`src/rtl/ps2_pkg.sv`:
```
// Shared constants, key codes and frame FSM encoding for the PS/2 keyboard receiver.
package ps2_pkg;

  localparam logic [7:0] PS2_EXT   = 8'hE0;
  localparam logic [7:0] PS2_BREAK = 8'hF0;

  localparam logic [7:0] KEY_A     = 8'h1C;
  localparam logic [7:0] KEY_D     = 8'h23;
  localparam logic [7:0] KEY_W     = 8'h1D;
  localparam logic [7:0] KEY_S     = 8'h1B;
  localparam logic [7:0] KEY_SPACE = 8'h29;

  typedef enum logic [1:0] {
    IDLE   = 2'd0,
    DATA   = 2'd1,
    PARITY = 2'd2,
    STOP   = 2'd3
  } ps2_state_t;

  // True when the eight data bits plus the parity bit hold an odd number of ones.
  function automatic logic odd_parity(input logic [7:0] data_bits, input logic parity_bit);
    return ^{data_bits, parity_bit};
  endfunction

endpackage

```
`src/rtl/ps2_line_filter.sv`:
```
// Two-flop synchronizer followed by an optional run-length glitch filter for one PS/2 line.
module ps2_line_filter #(
  parameter int unsigned FILTER_LEN = 8,
  parameter bit          BYPASS     = 1'b0
) (
  input  logic clk,
  input  logic rst,
  input  logic line_in,
  output logic line_out
);

  logic meta;
  logic sync;

  always_ff @(posedge clk) begin
    if (rst) begin
      meta <= 1'b1;
      sync <= 1'b1;
    end else begin
      meta <= line_in;
      sync <= meta;
    end
  end

  generate
    if (BYPASS) begin : g_bypass
      assign line_out = sync;
    end else begin : g_filter
      localparam int unsigned CNT_W = (FILTER_LEN > 1) ? $clog2(FILTER_LEN) : 1;

      logic [CNT_W-1:0] run_cnt;
      logic             level;

      // run_cnt counts consecutive samples that disagree with the accepted level;
      // the FILTER_LEN-th such sample flips the level.
      always_ff @(posedge clk) begin
        if (rst) begin
          level   <= 1'b1;
          run_cnt <= '0;
        end else if (sync == level) begin
          run_cnt <= '0;
        end else if (run_cnt == CNT_W'(FILTER_LEN - 1)) begin
          level   <= sync;
          run_cnt <= '0;
        end else begin
          run_cnt <= run_cnt + 1'b1;
        end
      end

      assign line_out = level;
    end
  endgenerate

endmodule

```
`src/rtl/ps2_keyboard_rx.sv`:
```
// PS/2 keyboard receiver: frames bytes, strips E0/F0 prefixes and delivers make codes with a ready pulse.
module ps2_keyboard_rx
  import ps2_pkg::*;
#(
  parameter int unsigned FILTER_LEN     = 8,
  parameter int unsigned TIMEOUT_CYCLES = 100000,
  parameter int unsigned READY_CYCLES   = 4
) (
  input  logic       clk,
  input  logic       rst,
  input  logic       ps2_clk,
  input  logic       ps2_data,
  output logic [7:0] keyboard_data,
  output logic       keyboard_ready,
  output logic       keyboard_ext,
  output logic       frame_err
);

  localparam int unsigned TO_W  = $clog2(TIMEOUT_CYCLES + 1);
  localparam int unsigned RDY_W = (READY_CYCLES > 1) ? $clog2(READY_CYCLES + 1) : 1;

  logic clk_filt;
  logic clk_prev;
  logic data_sync;
  logic strobe;

  ps2_state_t       state;
  logic [2:0]       bit_cnt;
  logic [7:0]       shift_reg;
  logic             parity_ok;
  logic             ext_pending;
  logic             break_pending;
  logic [TO_W-1:0]  timeout_cnt;
  logic [RDY_W-1:0] ready_cnt;

  ps2_line_filter #(
    .FILTER_LEN(FILTER_LEN),
    .BYPASS    (1'b0)
  ) u_clk_filter (
    .clk     (clk),
    .rst     (rst),
    .line_in (ps2_clk),
    .line_out(clk_filt)
  );

  // Data is only sampled mid-bit on a clock strobe, so it needs synchronizing but not filtering.
  ps2_line_filter #(
    .FILTER_LEN(FILTER_LEN),
    .BYPASS    (1'b1)
  ) u_data_filter (
    .clk     (clk),
    .rst     (rst),
    .line_in (ps2_data),
    .line_out(data_sync)
  );

  assign strobe = clk_prev & ~clk_filt;

  always_ff @(posedge clk) begin
    if (rst) begin
      clk_prev       <= 1'b1;
      state          <= IDLE;
      bit_cnt        <= '0;
      shift_reg      <= '0;
      parity_ok      <= 1'b0;
      ext_pending    <= 1'b0;
      break_pending  <= 1'b0;
      timeout_cnt    <= '0;
      ready_cnt      <= '0;
      keyboard_data  <= '0;
      keyboard_ready <= 1'b0;
      keyboard_ext   <= 1'b0;
      frame_err      <= 1'b0;
    end else begin
      clk_prev  <= clk_filt;
      frame_err <= 1'b0;

      if (keyboard_ready) begin
        if (ready_cnt == '0) begin
          keyboard_ready <= 1'b0;
        end else begin
          ready_cnt <= ready_cnt - 1'b1;
        end
      end

      if (state == IDLE || strobe) begin
        timeout_cnt <= '0;
      end else if (timeout_cnt == TO_W'(TIMEOUT_CYCLES - 1)) begin
        state       <= IDLE;
        bit_cnt     <= '0;
        shift_reg   <= '0;
        timeout_cnt <= '0;
        frame_err   <= 1'b1;
      end else begin
        timeout_cnt <= timeout_cnt + 1'b1;
      end

      if (strobe) begin
        unique case (state)
          IDLE: begin
            if (!data_sync) begin
              state   <= DATA;
              bit_cnt <= '0;
            end
          end
          DATA: begin
            shift_reg <= {data_sync, shift_reg[7:1]};
            if (bit_cnt == 3'd7) begin
              state <= PARITY;
            end else begin
              bit_cnt <= bit_cnt + 1'b1;
            end
          end
          PARITY: begin
            parity_ok <= odd_parity(shift_reg, data_sync);
            state     <= STOP;
          end
          STOP: begin
            state   <= IDLE;
            bit_cnt <= '0;
            if (data_sync && parity_ok) begin
              if (shift_reg == PS2_EXT) begin
                ext_pending <= 1'b1;
              end else if (shift_reg == PS2_BREAK) begin
                break_pending <= 1'b1;
              end else if (break_pending) begin
                break_pending <= 1'b0;
                ext_pending   <= 1'b0;
              end else begin
                // Overrides the countdown above, so a back-to-back delivery restarts the pulse.
                keyboard_data  <= shift_reg;
                keyboard_ext   <= ext_pending;
                ext_pending    <= 1'b0;
                keyboard_ready <= 1'b1;
                ready_cnt      <= RDY_W'(READY_CYCLES - 1);
              end
            end else begin
              frame_err <= 1'b1;
            end
          end
          default: state <= IDLE;
        endcase
      end
    end
  end

endmodule

```
`config.mk`:
```
export PLATFORM = sky130hd
export DESIGN_NAME = ps2_keyboard_rx
export DESIGN_NICKNAME = d
export VERILOG_FILES = /design/src/rtl/ps2_pkg.sv /design/src/rtl/ps2_line_filter.sv /design/src/rtl/ps2_keyboard_rx.sv
export SDC_FILE = /design/constraint.sdc
export NUM_CORES = 1
export LEC_CHECK = 0
export ABC_AREA = 1
export CORE_MARGIN = 5
export CORE_UTILIZATION = 55
export CTS_BUF_LIST = sky130_fd_sc_hd__clkbuf_8 sky130_fd_sc_hd__clkbuf_16
export CTS_CLUSTER_SIZE = 40
export DETAILED_ROUTE_END_ITERATION = 6
export PLACE_DENSITY_LB_ADDON = 0.25
export SLEW_MARGIN = 40
export SYNTH_ARGS = -nofsm -noshare
export SYNTH_HDL_FRONTEND = slang
export SYNTH_SLANG_ARGS = --single-unit
```
`constraint.sdc`:
```
create_clock -name clk -period 1.6 [get_ports clk]
set_input_delay 0.32 -clock clk [delete_from_list [all_inputs] [get_ports clk]]
set_output_delay 0.32 -clock clk [all_outputs]
set_load 0.005 [all_outputs]
```
==> summary.json <==
{
  "outcome": "completed",
  "global_route_wire_length_before_repair_mm": 9.315,
  "floorplan.core_area_mm2": 0.004692,
  "port-buffer-count": 14,
  "drv_cap": 0,
  "final_min_period_over_clock_period_pct": 95.86,
  "clock_tree_from_tritoncts": "yes",
  "synth_enable_flop_cells": 0,
  "drive_above_1_share_pct": 16.62,
  "first_iter_violations": 104,
  "ys_top_cells_by_count": "sky130_fd_sc_hd__nand2_1, sky130_fd_sc_hd__dfxtp_1, sky130_fd_sc_hd__nor2_1, sky130_fd_sc_hd__inv_1, sky130_fd_sc_hd__a21oi_1",
  "synth.avg_cell_area_um2": 7.340,
  "total_leakage_power_nw": 1.263,
  "critPathArrivalTime_ns": 1.74,
  "insertion_delay_ns": 0.31,
  "synth.lib_cells_used.distinct": 34,
  "largest_register_ffs": 17,
  "routabilityCongestion": 0.8323,
  "placement_rows": 25,
  "n_antenna_cell": 0,
  "detail_route.wl_per_cell_um": 11.91,
  "grt_max_degree": 20,
  "min-delay-path-class": "register to register",
  "synthTopCellsByArea": "sky130_fd_sc_hd__dfxtp_1, sky130_fd_sc_hd__nand2_1, sky130_fd_sc_hd__nor2_1, sky130_fd_sc_hd__inv_1, sky130_fd_sc_hd__a21oi_1",
  "antenna_violations_before_repair": 0,
  "grt.overflow.total": 0,
  "grtUsageMet2_pct": 30.81,
  "synth_sequential_area_ratio_pct": 42.42,
  "area_occupied_by_multi_input_gates_mm2": 0.001354,
  "final-max-slew-violation-count": 0,
  "worst_tran_pin_value_ns": 0.3306,
  "final.setup.tns_ns": 0,
  "via_count": 2327,
  "worst_clock_skew_ns": 0.01007,
  "pwr_density_cell_mw_per_mm2": 757.9,
  "total_cts_buffers": 5,
  "fp.dieW_um": 79.32,
  "ctsHtreeMaxLevel": 2,
  "cp.required_ns": 1.80,
  "routed_wl_mm": 5.301,
  "dominantRegCellSynth": "sky130_fd_sc_hd__dfxtp_1",
  "max-vdd-ir-drop_mv": 0.4860,
  "clock_sinks": 56,
  "clk_pin_slew_ns": 0.10,
  "busiest_layer": "met2",
  "use_met1_pct": 23.11,
  "detail-route-antenna-nets": 0,
  "cts-root-buf": "sky130_fd_sc_hd__clkbuf_8",
  "finalCriticalPeriod_ns": 1.534,
  "initial_core_util_pct": 56.32,
  "nFillCells": 418,
  "syn2layout_area_growth_pct": 17.42,
  "critical_path.max_fanout": 5,
  "dp_slack_ns": 0.006536,
  "hold_viol_final": 0,
  "detailedRoute.firstPassIterationCount": 4,
  "via_per_instance_ratio": 5.229,
  "cts_max_path_buffers": 2,
  "netlist_instances": 360,
  "layout.core_utilization_pct": 66.13,
  "report.final.setup_viol": 0,
  "global_route.usage.total_pct": 18.31,
  "drc_errors": 0,
  "fmax_ghz": 0.6520,
  "dieArea_mm2": 0.006291,
  "crit_type": "register to register",
  "seq_area_mm2": 0.001126,
  "detailed_place_hpwl_mm": 4.020,
  "worst_setup_path_end_kind": "register",
  "synth_largest_type_area_fraction_pct": 42.42,
  "yosys_register_bits": 56,
  "fin_nets": 401,
  "syn-num-nets": 371,
  "proportion_of_register_bits_with_asynchronous_set_or_reset_after_synthesis_pct": 0,
  "synth.cell_area_mm2": 0.002643,
  "grt_pass1_vias": 2176,
  "synth_area_leader_cell": "sky130_fd_sc_hd__dfxtp_1",
  "relative_slew_margins_pct": 77.86,
  "io_pins": 15,
  "worst_setup_path_start_kind": "register",
  "globalRouteMet3Util_pct": 4.195,
  "final_critical_path_setup_slack_ns": 0.06616,
  "cts_hold_repair.buffers": 0,
  "yosys_warnings": 0,
  "die_extent_in_y_um": 79.32,
  "synthMostInstantiatedCell": "sky130_fd_sc_hd__nand2_1"
}
[report_power, final]
part,switching [mW],internal (mW)
clock,0.441,0.459
sequential,0.00211,1.40
combinational,0.0283,0.0233
[metrics by stage]
stage	hold WS, ns	cells	cell area [um2]	total power [mW]
2_1_floorplan	0.3895	360	2643	1.464
3_5_place_dp	0.4000	435	2918	1.484
3_3_place_gp	0.3952	435	2918	1.482
5_1_grt	0.4480	445	3103	2.450
4_1_cts	0.4240	443	3025	2.380
6_report	0.4196	445	3103	2.352
[placed cells by master (no fill, tap or decap), drive strengths merged]
| cell | count |
|---|---|
| inv | 46 |
| nand3 | 20 |
| nand3b | 1 |
| o21ai | 21 |
| nand4 | 6 |
| nor3 | 15 |
| clkbuf | 5 |
| dfxtp | 56 |
| buf | 17 |
| or2 | 6 |
| xnor2 | 2 |
| bufinv | 1 |
| clkdlybuf4s50 | 14 |
| nor2 | 59 |
| nand2 | 71 |
| a21boi | 1 |
| a21oi | 30 |
| o211ai | 2 |
| xor2 | 5 |
| mux2 | 1 |
| clkinv | 2 |
| ha | 7 |
| a211oi | 1 |
| a31oi | 2 |
[final timing paths]
kind / from / end / slack, ns / cells after the start
worst max-delay path: timeout_cnt[0]$_SDFF_PP0_ / timeout_cnt[12]$_SDFF_PP0_ / 0.07 / 10
worst min-delay path: u_data_filter.meta$_SDFF_PP1_ / u_data_filter.line_out$_SDFF_PP1_ / 0.42 / 1
worst max register to register: timeout_cnt[0]$_SDFF_PP0_ / timeout_cnt[12]$_SDFF_PP0_ / 0.07 / 10
worst min register to register: u_data_filter.meta$_SDFF_PP1_ / u_data_filter.line_out$_SDFF_PP1_ / 0.42 / 1
[what timing repair did]
item | CTS | global route
gates resized for setup | 0 | 21
endpoints found under the setup margin | 2 | 32
buffers inserted | 0 | 2
pin swaps | 0 | 2
gates cloned | 0 | 0
[kinds of logic (layout without fill, tap and decap cells)]
family / Yosys count / count (layout) / share of synthesized area [%]
AND/OR/NAND/NOR: 178 / 178 / 31.58
AO/OA/AOI/OAI: 57 / 57 / 11.70
flip-flops: 56 / 56 / 42.42
buffers and inverters: 54 / 85 / 8.238
adder cells (fa/ha/maj): 7 / 7 / 3.314
XOR/XNOR: 7 / 7 / 2.320
multiplexers: 1 / 1 / 0.4261
[metal layers]
layer | wire length (um) | vias to the layer above
met4 | 63 | 0
met5 | 0 | -
met3 | 153 | 6
met2 | 2553 | 30
li1 | - | 1215
met1 | 2530 | 1076
[worst max-delay path, stage by stage, from the launching register on]
cell and delay [ns]:
sky130_fd_sc_hd__dfxtp_2 0.35, sky130_fd_sc_hd__ha_2 0.19, sky130_fd_sc_hd__nand2_2 0.07, sky130_fd_sc_hd__nor2_2 0.10
sky130_fd_sc_hd__inv_1 0.08, sky130_fd_sc_hd__nor2_2 0.17, sky130_fd_sc_hd__nand2_2 0.10, sky130_fd_sc_hd__nand3_2 0.11
sky130_fd_sc_hd__inv_1 0.11, sky130_fd_sc_hd__nand2_1 0.09, sky130_fd_sc_hd__nor2_1 0.04
[cell type report]
type                            count  area share (%)
Multi-Input combinational cell    250           43.63
Sequential cell                    56           36.29
Timing Repair Buffer               31           8.871
Inverter                           46           5.565
Clock buffer                        5           2.218
Tap cell                           54           2.177
Clock inverter                      3           1.250
No activity file was read; power rests on OpenSTA's default activity.
